### config.mk
export PLATFORM = sky130hd
export DESIGN_NAME = counter_bn
export DESIGN_NICKNAME = d
export VERILOG_FILES = /design/src/rtl/counter_bn_pkg.sv /design/src/rtl/counter_bn_next.sv /design/src/rtl/counter_bn.sv
export VERILOG_INCLUDE_DIRS = /design/src /design/src/rtl
export SDC_FILE = /design/constraint.sdc
export NUM_CORES = 1
export LEC_CHECK = 0
export ABC_CLOCK_PERIOD_IN_PS = 1300
export CORE_AREA = 2 2 39 41
export CTS_CLUSTER_SIZE = 12
export DETAILED_ROUTE_END_ITERATION = 7
export DIE_AREA = 0 0 41 43
export PLACE_DENSITY = 0.7
export SLEW_MARGIN = 20
export SYNTH_ARGS = -nofsm -noshare
export SYNTH_HDL_FRONTEND = slang
export SYNTH_SLANG_ARGS = --single-unit
### constraint.sdc
create_clock -name bn_clk -period 1.3 [get_ports bn_clk]
set_input_delay 0.26 -clock bn_clk [delete_from_list [all_inputs] [get_ports bn_clk]]
set_output_delay 0.26 -clock bn_clk [all_outputs]
set_load 0.05 [all_outputs]
### src/rtl/counter_defs.vh
// Mode encodings shared by the counter_bn family.
`ifndef COUNTER_DEFS_VH
`define COUNTER_DEFS_VH

localparam logic [1:0] MODE_UP     = 2'b00;
localparam logic [1:0] MODE_DN     = 2'b01;
localparam logic [1:0] MODE_DNSTEP = 2'b10;
localparam logic [1:0] MODE_LOAD   = 2'b11;

`endif

### src/rtl/counter_bn_pkg.sv
// Package wrapping the shared mode encodings for the counter_bn family.
package counter_bn_pkg;

`include "counter_defs.vh"

    function automatic logic is_count_mode(input logic [1:0] mode);
        return mode != MODE_LOAD;
    endfunction

endpackage

### src/rtl/counter_bn_next.sv
// Combinational next-count and carry/borrow flag for the three counting modes.
module counter_bn_next
    import counter_bn_pkg::*;
#(
    parameter int WIDTH    = 4,
    parameter int STEP     = 3,
    parameter int SATURATE = 0
) (
    input  logic [WIDTH-1:0] q,
    input  logic [1:0]       mode,
    output logic [WIDTH-1:0] q_next,
    output logic             boundary
);

    localparam logic [WIDTH:0]   ONE_EXT  = {{WIDTH{1'b0}}, 1'b1};
    localparam logic [WIDTH:0]   STEP_EXT = STEP[WIDTH:0];
    localparam logic [WIDTH-1:0] MAX_VAL  = {WIDTH{1'b1}};
    localparam logic [WIDTH-1:0] MIN_VAL  = {WIDTH{1'b0}};
    localparam logic             SAT      = (SATURATE != 0);

    generate
        if (WIDTH < 2) begin : g_bad_width
            $error("counter_bn_next: WIDTH must be at least 2");
        end
        if ((STEP < 1) || (STEP > (2 ** WIDTH) - 1)) begin : g_bad_step
            $error("counter_bn_next: STEP must lie in 1 .. 2**WIDTH-1");
        end
    endgenerate

    logic [WIDTH:0] sum_up;
    logic [WIDTH:0] diff_one;
    logic [WIDTH:0] diff_step;

    // The extra MSB of each result is the carry (up) or borrow (down).
    always_comb begin
        sum_up    = {1'b0, q} + ONE_EXT;
        diff_one  = {1'b0, q} - ONE_EXT;
        diff_step = {1'b0, q} - STEP_EXT;
        q_next    = q;
        boundary  = 1'b0;
        case (mode)
            MODE_UP: begin
                boundary = sum_up[WIDTH];
                q_next   = (SAT && sum_up[WIDTH]) ? MAX_VAL : sum_up[WIDTH-1:0];
            end
            MODE_DN: begin
                boundary = diff_one[WIDTH];
                q_next   = (SAT && diff_one[WIDTH]) ? MIN_VAL : diff_one[WIDTH-1:0];
            end
            MODE_DNSTEP: begin
                boundary = diff_step[WIDTH];
                q_next   = (SAT && diff_step[WIDTH]) ? MIN_VAL : diff_step[WIDTH-1:0];
            end
            MODE_LOAD: begin
                // Loading is resolved by the register stage.
                q_next   = q;
                boundary = 1'b0;
            end
        endcase
    end

endmodule

### src/rtl/counter_bn.sv
// Multi-mode cascadable counter: registers plus reset/enable/mode priority.
module counter_bn
    import counter_bn_pkg::*;
#(
    parameter int WIDTH    = 4,
    parameter int STEP     = 3,
    parameter int SATURATE = 0
) (
    input  logic             bn_clk,
    input  logic             bn_reset,
    input  logic             bn_enable,
    input  logic             bn_ci,
    input  logic [1:0]       bn_mode,
    input  logic [WIDTH-1:0] bn_D,
    output logic [WIDTH-1:0] bn_Q,
    output logic             bn_load,
    output logic             bn_rco
);

    logic [WIDTH-1:0] q_q;
    logic [WIDTH-1:0] q_d;
    logic             load_q;
    logic             load_d;
    logic             rco_q;
    logic             rco_d;
    logic [WIDTH-1:0] cnt_next;
    logic             cnt_boundary;

    counter_bn_next #(
        .WIDTH    (WIDTH),
        .STEP     (STEP),
        .SATURATE (SATURATE)
    ) u_next (
        .q        (q_q),
        .mode     (bn_mode),
        .q_next   (cnt_next),
        .boundary (cnt_boundary)
    );

    always_comb begin
        q_d    = q_q;
        load_d = 1'b0;
        rco_d  = 1'b0;
        if (!bn_enable) begin
            q_d = '0;
        end else if (!is_count_mode(bn_mode)) begin
            q_d    = bn_D;
            load_d = 1'b1;
        end else if (bn_ci) begin
            q_d   = cnt_next;
            rco_d = cnt_boundary;
        end
    end

    always_ff @(posedge bn_clk) begin
        if (bn_reset) begin
            q_q    <= '0;
            load_q <= 1'b0;
            rco_q  <= 1'b0;
        end else begin
            q_q    <= q_d;
            load_q <= load_d;
            rco_q  <= rco_d;
        end
    end

    assign bn_Q    = q_q;
    assign bn_load = load_q;
    assign bn_rco  = rco_q;

endmodule
* Word-level counts from Yosys, hierarchy flattened
Cells that the tools add are included.
W data, S select, Z words.
** Operators by class
- Add/sub/neg operators :: 3
- Multiply operators :: 0
- Div/mod/pow operators :: 0
- Order comparisons :: 0
- Eq/ne operators :: 6
- Shifts and indexed selects :: 0
- Mux-type cells :: 5
- Bitwise operators :: 3
- Reduce and logical (&&, ||, !) cells :: 4
** Operators by type and width (count)
- $pmux W4 S3 :: 1
- $mux W4 :: 2
- $ne A2 B2 Y1 const B :: 3
- $add A4 B1 Y5 const B :: 1
- $sub A4 B1 Y5 const B :: 1
- $sub A4 B2 Y5 const B :: 1
- $eq A2 B2 Y1 const B :: 2
- $pmux W1 S4 :: 1
- $reduce_or A4 Y1 :: 1
- $not A1 Y1 :: 3
- $eq A2 B1 Y1 const B :: 1
- $logic_not A2 Y1 :: 1
- $reduce_and A2 Y1 :: 1
- $reduce_or A2 Y1 :: 1
- $mux W1 :: 1
** Word-level totals
- Flip-flop bits (word level) :: 6
- Latch bits :: 0
- RAM bits :: 0
- Memory bits (read-only) :: 0
- Bits of input ports :: 10
- Output and inout bits :: 6
- Word-level logic and storage cells :: 24
- Memories kept :: 0

* Longest topological paths before layout
- Depth in word-level cells :: 4
- Gate-level depth with buffers :: 6
- Depth with buffers taken out :: 6

* Cells and area by module
Synthesis repeated with hierarchy kept, for this count alone.
** Second synthesis, totals
- Cells, all modules :: 52
- Area total of the unflattened synthesis :: 455.4 sq um
** Modules (own cells, without submodules)
- counter_bn :: times used 1, cells an instance 24, area an instance 261.5 sq um, sequential area each 120.1 sq um
- counter_bn_next :: times used 1, cells an instance 28, area an instance 193.9 sq um, sequential area each 0.0 sq um

* Worst setup path after synthesis
OpenSTA, ideal clock, no wires.
- Path kind :: reg2reg
- Start point :: register q_q[0] (netlist: bn_Q[0])
- End point :: register q_q[1] (netlist: bn_Q[1])
- Library setup time :: 122 ps
- Arrival :: 1594 ps
- Required time :: 1178 ps
- Slack :: -416 ps
- Stages on the path, launching flop included :: 7
- Buffers on the path :: 0
- Clock period less this slack :: 1716 ps
- Cells stage by stage :: dfxtp_1 inv_1 ha_1 a21oi_1 a31oi_1 a211oi_1 nor3_1
** Between the ends
- Longest elaborated chain between the ends :: 4
- Elaborated cells between the ends (all ways) :: 6
- Classes of those cells :: add/sub: 3; mux: 3
** RTL lines
- from (decl) :: line counter_bn.sv:20 : logic [WIDTH-1:0] q_q;
- from (signal assigned) :: line counter_bn.sv:61 : q_q <= q_d;
- $sub A4 B2 Y5 (tied with other cells) :: line counter_bn_next.sv:38 : diff_step = {1'b0, q} - STEP_EXT;
- $pmux W4 S3 (*) :: line counter_bn_next.sv:41 : case (mode)
- $mux W4 (*) :: line counter_bn.sv:49 : end else if (bn_ci) begin
- $mux W4 (*) :: line counter_bn.sv:46 : end else if (!is_count_mode(bn_mode)) begin
Mark *: on every way between the ends. The rest lies on a longest branch, timed or not. The select of a mux whose other input is x is not followed.
A chain may end at the register's enable or synchronous reset.

* Final worst setup path
- Start point :: register q_q[1] (netlist: bn_Q[1])
- End point :: register rco_q (netlist: bn_rco)
** Between the ends
- Longest elaborated chain between the ends :: 2
- Elaborated cells between the ends (all ways) :: 4
- Classes of those cells :: add/sub: 3; mux: 1
** RTL lines
- $sub A4 B2 Y5 (tied with other cells) :: line counter_bn_next.sv:38
- $pmux W1 S4 (*) :: line counter_bn_next.sv:41
- to (signal assigned) :: line counter_bn.sv:63 : rco_q <= rco_d;
- to (decl) :: line counter_bn.sv:24 : logic rco_q;
Mark *: on every way between the ends. The rest lies on a longest branch, timed or not.

==> results by group <==
Status
  • Status: finished, violations left
  • Failing checks: negative setup slack

Drt
  • DR vias/cell: around 5.4
  • DR iter-0 viols: 13
  • Drt drc: 0
  • DR WL/cell: about 14 µm
  • Post-route ant nets: 0
  • Vias after detailed routing: between 600 and 700
  • Drt pass-1 iters: 4
  • WL final: between 1500 and 2000 µm

Run
  • Max-Cap Viols: 0

Die
  • Die Y-Extent: around 43 µm
  • Row count: 14
  • Chip width: ~41 µm
  • Initial Util: 36.3%
  • Core area: between 0.001 and 0.0015 mm²
  • Die area: between 0.0015 and 0.002 mm²
  • Ports: 16

Clock network
  • Root Buffer: clkbuf_4
  • Worst-path clk slew: about 50 ps
  • Cts hold-fix bufs: 0
  • H-tree level count: 1
  • Worst-Skew Late Latency: between 200 and 300 ps
  • Clock sink count: 6
  • CTS tree: built
  • Maximum buffer depth of the clock tree: 2
  • CTS buffer count: 3

Timing
  • Fin crit share: 101%
  • Final worst slack: -15.4 ps
  • Maximum clock frequency: 0.760 GHz
  • Max Clock Skew: 4.89 ps
  • Hold WS: about 550 ps
  • RSZ-0062 raised after global routing: true
  • Setup violations, final: 1
  • Min Clock Period, post-route: 1320 ps
  • Max_slew headroom: between 80% and 90%
  • Setup TNS: -15.4 ps
  • Slew Limit Fails: 0
  • Least-Margin Pin Slew: roughly 290 ps
  • Final Hold Fails: 0

Setup path
  • CP arrival: ~1500 ps
  • Critical setup path kind: flip-flop to flip-flop
  • Req. time, crit path: roughly 1500 ps
  • CP max stage cell: or4_1
  • Startpoint types: flip-flop
  • Cell breakdown of the critical path: ha_4, inv_2, a22oi_1, or4_1, a21oi_1
  • Worst path max stage delay: about 400 ps
  • Crit path capture type: flip-flop
  • Crit path max fanout: 6
  • R2R Path Start: bn_Q[1]
  • Worst Setup SP: bn_Q[1]

Placement
  • Pre-CTS setup slack: -573 ps
  • Number of buffers inserted by port buffering: 15
  • GP Congestion: between 0.8 and 0.9
  • Dpl hpwl: between 1000 and 1500 µm

Logic synthesis
  • Post-synth top area share: 23.9%
  • Predominant post-synthesis flop cell: dfxtp_1
  • Syn Nets: just under 80
  • EDFF count, synth: 0
  • Synth top area cells: dfxtp_1 (24%), ha_1 (15%), inv_1 (6.7%), a21oi_1 (6.0%), nand3b_4 (4.0%)
  • Mapped Area: ~500 µm²
  • Synth warn: 0
  • Post-synthesis cell type count: 29
  • Sequential area share after synthesis: between 20% and 30%
  • #FFs+latches synth: 6
  • Syn Inst Count: 61
  • Synth area leader: dfxtp_1
  • Avg Inst Size Synth: around 8 µm²
  • Most frequent cell after synthesis: inv_1
  • Commonest cells in the netlist: inv_1 (9), a21oi_1 (6), dfxtp_1 (6), ha_1 (6), nor2_1 (5)
  • Asr flop ratio synth: 0%

Power and ir drop
  • Final Power: about 0.65 mW
  • VDD IR-drop max: roughly 0.43 mV
  • LEAKAGE: between 0.4 and 0.5 nW
  • Pwr/cell area: about 670 mW/mm²

Finish
  • Sequential cell area: 133 µm²
  • Area of the multi-input gates: 420 µm²
  • Nets: 114
  • Post-layout util: approximately 70%
  • Share of post-route cells with drive strength above 1: between 50% and 60%
  • Antenna Cells: 0
  • Layout area overhead: 94.0%
  • Filler cell count: 108

Hold path
  • Worst min path class: primary input to flip-flop
  • HP Start: bn_D[0]

GRT
  • Total GRT Usage: a little over a fifth
  • Global-route wire length before repair: between 2000 and 2500 µm
  • Largest net degree at the start of global routing: 8
  • Vias in the first global route: just under 600
  • Gr ovfl total: 0
  • Initial antenna violation count: 0
cell type report:
type                            instances  area share (%)
Multi-Input combinational cell         45            43.2
Timing Repair Buffer                   32            34.3
Sequential cell                         6            13.6
Inverter                               10            4.11
Clock buffer                            4            2.70
Tap cell                               16            2.06
what timing repair did:
| item | CTS | global route |
|---|---|---|
| pin swaps | 1 | 7 |
| cloned | 0 | 0 |
| resized for setup | 9 | 7 |
| setup buffers | 0 | 2 |
| endpoints found under the setup margin | 5 | 5 |
stage by stage:
| stage | std cells | cell area [µm²] |
|---|---|---|
| 6_report | 113 | 973 |
| 5_1_grt | 113 | 973 |
| 4_1_cts | 111 | 931 |
| 3_5_place_dp | 107 | 887 |
| 3_3_place_gp | 107 | 887 |
| 2_1_floorplan | 61 | 544 |
flip-flops by register name, indices dropped and copies added (netlist names):
register	flops
bn_Q	4
bn_load	1
bn_rco	1
worst max-delay path, delay by kind of cell, from the launching register on:
family / cells / cell delay (ps)
adders and majority gates: 1 / 180
and+or+nand+nor: 1 / 410
DFF: 1 / 370
AOI/OAI and AO/OA: 2 / 220
buffers and inverters: 1 / 70
placed cells by master (no fill, tap or decap), types with 2 or more instances in the layout:
cell type        instances
inv_2                    5
o32ai_1                  2
nand2_1                  2
a221oi_2                 2
ha_4                     5
clkbuf_4                 3
nor3_1                   2
nor2_1                   5
clkdlybuf4s50_1          7
buf_12                   6
dfxtp_4                  3
xor2_1                   2
dfxtp_1                  2
a21oi_1                  6
buf_4                   17
inv_1                    4
per-layer routing:
| metal | vias to the layer above | wire (µm) | GRT usage [%] |
|---|---|---|---|
| met5 | - | 0 | 0 |
| met2 | 23 | 864 | 33.4 |
| li1 | 298 | - | - |
| met4 | 0 | 14 | 12.7 |
| met3 | 2 | 78 | 9.42 |
| met1 | 285 | 616 | 22.1 |
where the power goes:
group	leakage, nW	switching (mW)	internal (mW)
combinational	0.347	0.114	0.136
clock	0.0150	0.0842	0.117
sequential	0.0515	0.0134	0.189
total	0.414	0.212	0.442
cells by family after synthesis:
logic type / count (synthesis) / synth area share (%)
buffers and inverters: 10 / 7.48
and+or+nand+nor: 18 / 23.2
adders and majority gates: 7 / 17.0
DFF: 6 / 23.9
AOI/OAI and AO/OA: 18 / 24.9
xor gates and xnor gates: 2 / 3.49
worst paths after layout:
path              cells past startpoint  slack (ps)      end
hold reg to reg                       2         550   bn_rco
setup / recovery                      5         -20   bn_rco
setup reg to reg                      5         -20   bn_rco
hold / removal                        3         550  bn_Q[0]
No activity file was read; power rests on OpenSTA's default activity.
